===== src/rtl/coin_score_keeper.sv =====
// rtl/coin_score_keeper.sv - turns first coin touches into SKY tile writes, tracks collected mask and BCD score
module coin_score_keeper #(
    parameter int                     NUM_COINS  = 2,
    parameter logic [7:0]             SKY        = 8'd1,
    parameter logic [4*NUM_COINS-1:0] COIN_ROWS  = {4'd6, 4'd1},
    parameter logic [5*NUM_COINS-1:0] COIN_COLS  = {5'd6, 5'd15},
    parameter logic [3:0]             COIN_VALUE = 4'd1
) (
    input  logic                 vga_clock,
    input  logic                 reset,
    input  logic [NUM_COINS-1:0] touch,
    input  logic                 tile_wr_ready,
    output logic                 tile_wr_valid,
    output logic [3:0]           tile_wr_row,
    output logic [4:0]           tile_wr_col,
    output logic [7:0]           tile_wr_data,
    output logic [NUM_COINS-1:0] collected,
    output logic                 coin_event,
    output logic [11:0]          score_bcd,
    output logic                 all_collected
);

    localparam int IW = (NUM_COINS > 1) ? $clog2(NUM_COINS) : 1;

    typedef enum logic [1:0] {IDLE, ISSUE, SCORE} state_t;

    state_t               state, state_next;
    logic [NUM_COINS-1:0] touch_q, pending, rise, sel_mask;
    logic [IW-1:0]        sel, low_idx;
    logic                 load, fire;
    logic [11:0]          score_q;

    // Decimal add that pins at 999 instead of wrapping.
    function automatic logic [11:0] bcd_add(input logic [11:0] s, input logic [3:0] v);
        logic [4:0] d0, d1, d2;
        d0 = {1'b0, s[3:0]} + {1'b0, v};
        d1 = {1'b0, s[7:4]};
        d2 = {1'b0, s[11:8]};
        if (d0 > 5'd9) begin
            d0 = d0 - 5'd10;
            d1 = d1 + 5'd1;
        end
        if (d1 > 5'd9) begin
            d1 = d1 - 5'd10;
            d2 = d2 + 5'd1;
        end
        if (d2 > 5'd9) return 12'h999;
        return {d2[3:0], d1[3:0], d0[3:0]};
    endfunction

    always_comb begin
        rise    = touch & ~touch_q & ~collected & ~pending;
        low_idx = '0;
        for (int i = NUM_COINS - 1; i >= 0; i--) begin
            if (pending[i]) low_idx = IW'(i);
        end
        sel_mask      = '0;
        sel_mask[sel] = 1'b1;
    end

    always_comb begin
        state_next = state;
        load       = 1'b0;
        fire       = 1'b0;
        case (state)
            IDLE: begin
                if (|pending) begin
                    load       = 1'b1;
                    state_next = ISSUE;
                end
            end
            ISSUE: begin
                if (tile_wr_ready) begin
                    fire       = 1'b1;
                    state_next = SCORE;
                end
            end
            SCORE:   state_next = IDLE;
            default: state_next = IDLE;
        endcase
    end

    always_ff @(posedge vga_clock) begin
        if (reset) begin
            state         <= IDLE;
            touch_q       <= '0;
            pending       <= '0;
            collected     <= '0;
            sel           <= '0;
            tile_wr_valid <= 1'b0;
            tile_wr_row   <= '0;
            tile_wr_col   <= '0;
            coin_event    <= 1'b0;
            score_q       <= '0;
        end else begin
            state         <= state_next;
            touch_q       <= touch;
            // Rises landing while a write is in flight are merged here, never dropped.
            pending       <= (pending | rise) & ~({NUM_COINS{fire}} & sel_mask);
            if (fire) collected <= collected | sel_mask;
            if (load) begin
                sel         <= low_idx;
                tile_wr_row <= COIN_ROWS[int'(low_idx)*4 +: 4];
                tile_wr_col <= COIN_COLS[int'(low_idx)*5 +: 5];
            end
            tile_wr_valid <= (state_next == ISSUE);
            coin_event    <= (state == SCORE);
            if (state == SCORE) score_q <= bcd_add(score_q, COIN_VALUE);
        end
    end

    assign tile_wr_data  = SKY;
    assign score_bcd     = score_q;
    assign all_collected = &collected;

endmodule


===== config.mk =====
export PLATFORM = sky130hd
export DESIGN_NAME = coin_score_keeper
export DESIGN_NICKNAME = d
export VERILOG_FILES = /design/src/rtl/coin_score_keeper.sv
export SDC_FILE = /design/constraint.sdc
export NUM_CORES = 1
export LEC_CHECK = 0
export BUFFER_PORTS_ARGS = -buffer_cell sky130_fd_sc_hd__buf_4
export CORE_MARGIN = 2
export CORE_UTILIZATION = 53
export DETAILED_ROUTE_END_ITERATION = 16
export PLACE_DENSITY = 0.84
export SYNTH_ARGS = -nofsm -noshare
export SYNTH_HDL_FRONTEND = slang
export SYNTH_SLANG_ARGS = --single-unit

===== constraint.sdc =====
create_clock -name vga_clock -period 3.6 [get_ports vga_clock]
set_clock_uncertainty 0.2 [all_clocks]
set_input_delay 0.36 -clock vga_clock [delete_from_list [all_inputs] [get_ports vga_clock]]
set_output_delay 0.36 -clock vga_clock [all_outputs]
set_load 0.02 [all_outputs]

# == Word-level counts from Yosys, hierarchy flattened ==
# Cells that the tools add are included.
# classes
magnitude_cmp,5
n_reduce_logical,4
add_sub_neg,5
bitwise_logic,11
n_mux,24
mul,1
n_shift,2
n_eq_ne,3
# ops
operator,count
$mux 5,6
$mux 12,2
$add 4x1->5 const B,3
$gt 5x4->1 const B,3
$and 2x2->2,5
$mux 1,10
$shiftx 10x5->5 const A,1
$mux 4,2
$not 2->2,4
$shiftx 8x4->4 const A,1
$sub 4x4->4 const B,2
$eq 2x1->1 const B,2
$mul 1x3->4 const B,1
$mux 2,2
$or 2x2->2,2
$pmux 2 s2,1
$eq 2x2->1 const B,1
$logic_not 2->1,1
$lt 1x2->1 const B,1
$reduce_and 2->1,1
$reduce_or 2->1,1
$demux 1 s1,1
$ge 1x1->1 const B,1
$logic_and 1x1->1,1
# word_totals
output_inout_bits,34
regBits,32

# == Depth between registers and ports, before layout ==
# Gate-level depths: netlist of run 1.
# depth
ltp_word,14
mapped_depth,12

# == Least setup slack after synthesis of run 1 ==
# OpenSTA, ideal clock, no wires.
# synth_timing
path_kind,register to register
from,"reg score_q[0], in the netlist score_bcd[0]"
to,"reg score_q[6], in the netlist score_bcd[6]"
path_buffers,0
period_less_slack_ns,2.729
setup_slack_ns,0.871
stages_incl_launch_ff,13
t_arrival_ns,2.455
setup_time_ns,0.074
required_ns,3.326
path_cell_list,dfxtp_1 > inv_1 > ha_1 > inv_1 > ha_1 > nand2b_1 > a21o_1 > a21o_2 > a21oi_1 > ha_1 > inv_1 > o211ai_1 > a31oi_1
# synth_via
elab_chain_cells,14
# synth_lines
element,line_no,text
from (decl),31,logic [11:0] score_q;
from (signal assigned),108,"if (state == SCORE) score_q <= bcd_add(score_q, COIN_VALUE);"
$add 4x1->5 *,36,"d0 = {1'b0, s[3:0]} + {1'b0, v};"
$gt 5x4->1 *,39,if (d0 > 5'd9) begin
$mux 5 *,39,
$mux 5 *,108,
$mux 5 *,84,if (reset) begin
$gt 5x4->1,43,if (d1 > 5'd9) begin
$mux 5,43,
$mux 5,108,
$mux 5,84,
$gt 5x4->1,47,if (d2 > 5'd9) return 12'h999;
$mux 1,47,
$mux 1,108,
$mux 1,84,
$mux 12 *,48,"return {d2[3:0], d1[3:0], d0[3:0]};"
# Mark *: on every way between the ends. The rest lies on a longest branch, timed or not. The select of a mux whose other input is x is not followed.
# A chain may end at the register's enable or synchronous reset.

# == Worst setup path in the final report of run 1 ==
# Same ends and word-level chain as after synthesis.

==> results of run 1 <==
routing by layer:
| layer | global-route usage [%] | vias up | part of all wire [%] |
|---|---|---|---|
| met1 | 27.09 | 649 | 46 |
| met3 | 3.956 | 4 | 5.0 |
| met2 | 31.27 | 45 | 49 |
| met5 | 0 | - | 0 |
| met4 | 5.844 | 0 | 0.73 |
| li1 | - | 701 | - |
placed cells by master, fill, tap and decap left out, types with 2 or more instances in the layout:
| master | count |
|---|---|
| a211oi_1 | 4 |
| a211oi_2 | 2 |
| a21oi_1 | 13 |
| a22oi_1 | 2 |
| a31oi_1 | 4 |
| a32o_1 | 2 |
| and2_1 | 2 |
| and3_1 | 2 |
| buf_4 | 28 |
| clkbuf_4 | 3 |
| conb_1 | 10 |
| dfxtp_1 | 25 |
| ha_1 | 6 |
| inv_1 | 10 |
| mux2i_4 | 2 |
| nand2_1 | 12 |
| nand2b_1 | 4 |
| nand3_1 | 3 |
| nand3b_1 | 2 |
| nor2_1 | 15 |
| nor2b_1 | 5 |
| nor3_1 | 6 |
| nor3b_1 | 4 |
| o21ai_0 | 14 |
| o22ai_1 | 3 |
| xnor2_1 | 2 |
| xor2_1 | 2 |
layout make-up:
| type | count | area (um2) | area share, % |
|---|---|---|---|
| clock buffers | 3 | 22.52 | 1.272 |
| repair buffers | 28 | 210.2 | 11.87 |
| well taps | 31 | 38.79 | 2.191 |
| flip-flops and latches | 25 | 500.5 | 28.27 |
| clock inverters | 1 | 7.507 | 0.4240 |
| multi-input cells | 143 | 953.4 | 53.85 |
| inverters | 10 | 37.54 | 2.120 |
power by group through the flow:
stage / registers, uW / clock network [uW] / logic [uW]
3_5_place_dp: 317 / 0 / 109
4_1_cts: 311 / 132 / 109
2_1_floorplan: 324 / 0 / 79.7
5_1_grt: 314 / 140 / 119
6_report: 311 / 128 / 109
3_3_place_gp: 316 / 0 / 107
flip-flops by register name, summed over array words and instances (netlist names):
| name | cells |
|---|---|
| tile_wr_valid | 1 |
| touch_q | 2 |
| collected | 2 |
| tile_wr_row | 2 |
| score_bcd | 12 |
| coin_event | 1 |
| pending | 2 |
| tile_wr_col | 1 |
| state | 2 |
worst paths after layout:
| kind | cells past startpoint | slack [ns] | end |
|---|---|---|---|
| hold reg to reg | 2 | 0.27 | tile_wr_col[2] |
| setup / recovery | 12 | 0.68 | score_bcd[6] |
| setup reg to reg | 12 | 0.68 | score_bcd[6] |
| hold / removal | 2 | 0.05 | touch_q[1] |
stage by stage:
step	hold slack, ns	setup slack (ns)	utilization (%)	cells	instance area, um2
6_report	0.04584	0.6769	63.11	241	1770
5_1_grt	0.03780	0.3979	63.11	241	1770
2_1_floorplan	0.2745	0.8708	-	200	1630
3_3_place_gp	0.2482	0.8566	62.04	237	1740
4_1_cts	0.04035	0.7149	63.11	241	1770
3_5_place_dp	0.2520	0.7433	62.04	237	1740
logic make-up after synthesis:
family / Yosys count
AND/OR/NAND/NOR: 59
adder cells (fa/ha/maj): 6
XOR/XNOR: 4
other: 2
flip-flops: 25
multiplexers: 3
buffers and inverters: 32
AO/OA/AOI/OAI: 61
==> impl_metrics.ini, run 1 <==
[outcome]
status = finished with violations
violations = DRC

[setup_path]
r2r_start = score_bcd[0]
arrival_ns = 2.90
cp-end-kind = register
cp_common_cell = ha_1
slowest_stage = dfxtp_1
setup.worst_path.start = score_bcd[0]
path_delay_family = compound AO/OA/AOI/OAI gates
path_class = reg2reg
startpoint_type = register
required_ns = 3.58
crit_buf_inv = 2
crit_path_max_incr_delay_ns = 0.47
cp_max_fo = 7
crit_chain = ha_1 > xor2_1 > inv_1 > ha_1 > nand2b_1 > a21o_1 > a21o_2 > a21oi_1 > ha_1 > inv_1 > o211ai_1 > a31oi_1

[sta]
slew_headroom_pct = 45.61
rsz0062_at_grt = no
period_minus_slack_ns = 2.923
report.final.slew_viol_count = 0
fmax_mhz = 342.1
worst_pin_slew_ns = 0.8142
hold_viol = 0
period_share_pct = 81.20
setup_tns_ns = 0
setup_viol_count_final = 0

[die]
initial_core_util_pct = 57.05
die_w_um = 58.95
core_mm2 = 0.002805
die-area_mm2 = 0.003475
rows = 19
pin_count = 39
die_y_um = 58.95

[global_routing]
overflow = 0
antenna_found_initial = 0
grtUsageTotal_pct = 19.71
grt_first_pass_wirelength_um = 5361
first_global_vias = 1196
grt_max_degree = 19

[placement]
portBuffers = 28
dpl.hpwl_um = 2441
globalplace.congestion = 0.8284

[final_layout]
drive_gt1_share_pct = 21.90
layout-area-overhead-vs-synth_pct = 10.63
antennaDiodeCount = 0
num-fill-cells = 274
nets = 222

[route]
drc_errors = 3
drt-initial-drc-count = 80
firstDrtPassIters = 11
postRouteAntennaNets = 0
via_count = 1399
viasPerCell = 5.805
wl_per_cell_um = 13.67
drt_wl_total_um = 3295

[pwr]
pwr-share-comb_pct = 19.9
powerDensity_mw_per_mm2 = 309.9
p_leak_uw = 0.0006898
seq_power_share_pct = 56.7
internal_power_uw = 377.4
power_switching_uw = 171.3
sw_frac_of_total_pct = 31.22
irDropWorstVdd_mv = 0.1917
p_clk_share_pct = 23.4
finalPower_uw = 548.7

[synthesis]
synth-compound-area-share_pct = 27.83
synth_seq_cells = 25
netlist_area_mm2 = 0.001600
synth_commonest_cells = dfxtp_1 (25), buf_4 (15), nor2_1 (15)
synthAdderAreaFrac_pct = 4.691
post_synth_xor_area_fraction_pct = 2.189
synth_top_area_share_pct = 31.27
synth_edf_count = 0
synth.area.top_cells = dfxtp_1 (31%), buf_4 (7.0%), ha_1 (4.7%), o21ai_0 (4.4%), a21oi_1 (4.1%)
ys_types = 49
yosysTopAreaCell = dfxtp_1
synth_seq_area_share_pct = 31.27
synth-simple-area-share_pct = 19.00
synth_top_family_by_area = compound AO/OA/AOI/OAI gates
syn_area_per_cell_um2 = 8.335
synth_ff_type = dfxtp_1
synth_most_common_cell = dfxtp_1
syn_inst = 192
async_reset_ff_share_pct = 0
yosys_warnings = 0
synth_mux_area_share_pct = 3.518

[cts]
cts_hold_buffers = 0
cts_made_buffers = 3
root_buffer = clkbuf_4
path_clk_slew_ns = 0.14
clkLatencyLatePin_ns = 0.32
cts.sinks = 25
htreeDepth = 1
cts_tree = built
cts_buffer_depth = 2
cts_setup_buffers = 0
cts_resized = 0

[hold_path]
hp-class = in2reg
hold_start = touch[1]

[flow_run]
maxCapViolations = 0
(Power assumes the default switching activity.)
==> inputs of run 2 (changes only) <==
--- a/config.mk
+++ b/config.mk
@@ -5,11 +5,12 @@
 export SDC_FILE = /design/constraint.sdc
 export NUM_CORES = 1
 export LEC_CHECK = 0
+export ABC_AREA = 1
 export BUFFER_PORTS_ARGS = -buffer_cell sky130_fd_sc_hd__buf_4
 export CORE_MARGIN = 2
-export CORE_UTILIZATION = 53
+export CORE_UTILIZATION = 47
 export DETAILED_ROUTE_END_ITERATION = 16
-export PLACE_DENSITY = 0.84
+export PLACE_DENSITY = 0.8
 export SYNTH_ARGS = -nofsm -noshare
 export SYNTH_HDL_FRONTEND = slang
 export SYNTH_SLANG_ARGS = --single-unit
==> constraint.sdc (replaced) <==
create_clock -name vga_clock -period 2.6 [get_ports vga_clock]
set_clock_uncertainty 0.2 [all_clocks]
set_input_delay 0.26 -clock vga_clock [delete_from_list [all_inputs] [get_ports vga_clock]]
set_output_delay 0.26 -clock vga_clock [all_outputs]
set_load 0.02 [all_outputs]
==> impl_metrics.ini, run 2 <==
[placement]
dpl.hpwl_um = 2261
dp.cells = 274
pre_cts_slack_ns = -0.04205
portBuffers = 28
globalplace.congestion = 0.8166

[synthesis]
synth_ff_type = dfxtp_1
netlist_area_mm2 = 0.001553
synth_seq_area_share_pct = 32.23
syn_area_per_cell_um2 = 7.574
yosys_warnings = 0
synth_top_area_share_pct = 32.23
synth_most_common_cell = nand2_1
ys_types = 25
synth.area.top_cells = dfxtp_1 (32%), buf_4 (7.3%), nand2_1 (7.3%), inv_1 (6.8%), a21oi_1 (5.8%)
synth_edf_count = 0
async_reset_ff_share_pct = 0
synth_seq_cells = 25
syn_inst = 205
yosysTopAreaCell = dfxtp_1
synth_commonest_cells = nand2_1 (30), inv_1 (28), dfxtp_1 (25)

[route]
viasPerCell = 4.852
drt-initial-drc-count = 55
wl_per_cell_um = 11.37
firstDrtPassIters = 4
drt_wl_total_um = 3296
drc_errors = 0
via_count = 1407
postRouteAntennaNets = 0

[setup_path]
crit_buf_inv = 4
slowest_stage = dfxtp_4
crit_path_max_incr_delay_ns = 0.41
cp_common_cell = nand2_4
path_delay_family = simple AND/OR/NAND/NOR gates
crit_chain = inv_2 > ha_4 > inv_4 > ha_4 > nand2_2 > nand2_1 > nand2_1 > nand2_2 > nand2_4 > nand3b_1 > nand2_4 > nand2_4 > nand2_8 > nand2_8 > buf_4 > xor2_1 > inv_1 > nand3_2 > a21oi_2
cp-end-kind = register
reg2reg_slack_ns = 0.03
path_class = reg2reg
arrival_ns = 2.63
required_ns = 2.66
cp_max_fo = 7
startpoint_type = register

[pwr]
seq_power_share_pct = 57.5
sw_frac_of_total_pct = 29.08
power_switching_uw = 210.9
internal_power_uw = 514.4
powerDensity_mw_per_mm2 = 355.9
p_leak_uw = 0.0009967
pwr-share-comb_pct = 19.3
p_clk_share_pct = 23.3
irDropWorstVdd_mv = 0.2612

[sta]
report.final.slew_viol_count = 0
setup_viol_count_final = 0
period_share_pct = 98.78
hold_viol = 0
period_minus_slack_ns = 2.568
setup_slack_ns = 0.03165
rsz0062_at_grt = yes
fmax_mhz = 389.4

[final_layout]
antennaDiodeCount = 0
final_common_cell = buf_4
layout-area-overhead-vs-synth_pct = 31.26
layout_common_cells = buf_4 (45), inv_1 (23), dfxtp_1 (23)
largest_register_ffs = 12
nets = 258
drive_gt1_share_pct = 39.02
num-fill-cells = 259
fin_cells = 290
register_area_um2 = 508.0
multi_input_area_um2 = 977.2

[die]
pin_count = 39
die-area_mm2 = 0.003779
core_mm2 = 0.003103
die_y_um = 61.48
initial_core_util_pct = 50.04
die_w_um = 61.48
rows = 20

[cts]
cts.sinks = 25
path_clk_slew_ns = 0.13
root_buffer = clkbuf_4
cts_tree = built
cts_made_buffers = 3
clkLatencyLatePin_ns = 0.31
cts_buffer_depth = 2
htreeDepth = 1

[global_routing]
overflow = 0
antenna_found_initial = 0
grt_first_pass_wirelength_um = 4940
grtUsageTotal_pct = 17.51
first_global_vias = 1172
grt_max_degree = 20

[outcome]
status = finished clean

[flow_run]
maxCapViolations = 0

[hold_path]
hp-class = in2reg
## run 2: layout make-up
type	instances	share of cell area, %
clock buffer	4	1.289
inverter	29	5.586
multi-input combinational	141	47.94
sequential	25	24.92
tap	44	2.701
timing repair buffer	47	17.56
## run 2: stage by stage
step	hold slack [ns]	util, %	TNS, ns	cell area, um2	total power [uW]
3_5_place_dp	0.2595	57.34	-0.1014	1779	555.3
5_1_grt	0.03206	65.69	-0.9287	2038	763.6
2_1_floorplan	0.1846	-	0	1585	531.4
3_3_place_gp	0.2647	57.34	-0.02704	1779	553.2
6_report	0.03306	65.69	0	2038	725.4
4_1_cts	0.03755	59.72	0	1853	724.9
## run 2: worst paths after layout
| check | startpoint | end | cells past startpoint |
|---|---|---|---|
| worst min-delay path | reset | score_bcd[1] | 2 |
| worst max-delay path | score_bcd[1] | score_bcd[5] | 19 |
| worst max register to register | score_bcd[1] | score_bcd[5] | 19 |
| worst min register to register | tile_wr_col[2] | tile_wr_col[2] | 2 |
## run 2: power groups by stage
stage | registers, uW | clock network [uW] | logic [uW]
detailed placement | 426 | 0 | 129
CTS | 416 | 176 | 133
floorplan | 436 | 0 | 95.1
finish | 417 | 169 | 140
global placement | 427 | 0 | 127
global route | 419 | 191 | 154
## run 2: repair_timing
item	in CTS	in global routing
hold buffers	2	0
setup buffers	3	7
endpoints found under the hold margin	2	0
pin swaps	0	17
setup endpoints to repair	8	12
resized for setup	3	34
## run 2: kinds of logic after synthesis
kind of cell               count (synthesis)  synth area share, %
AOI/OAI and AO/OA                         30                10.88
buffers and inverters                     47                14.99
DFF                                       25                32.23
other                                      2               0.4837
adders and majority gates                  6                4.835
xor gates and xnor gates                   7                4.432
and+or+nand+nor                           88                32.15
## run 2: metal layers
metal,share of wire (%),track usage [%],vias to the layer above
met1,44,22.22,668
met2,51,30.24,29
met5,0,0,-
met4,1.6,7.295,0
met3,3.0,1.891,4
li1,-,-,706
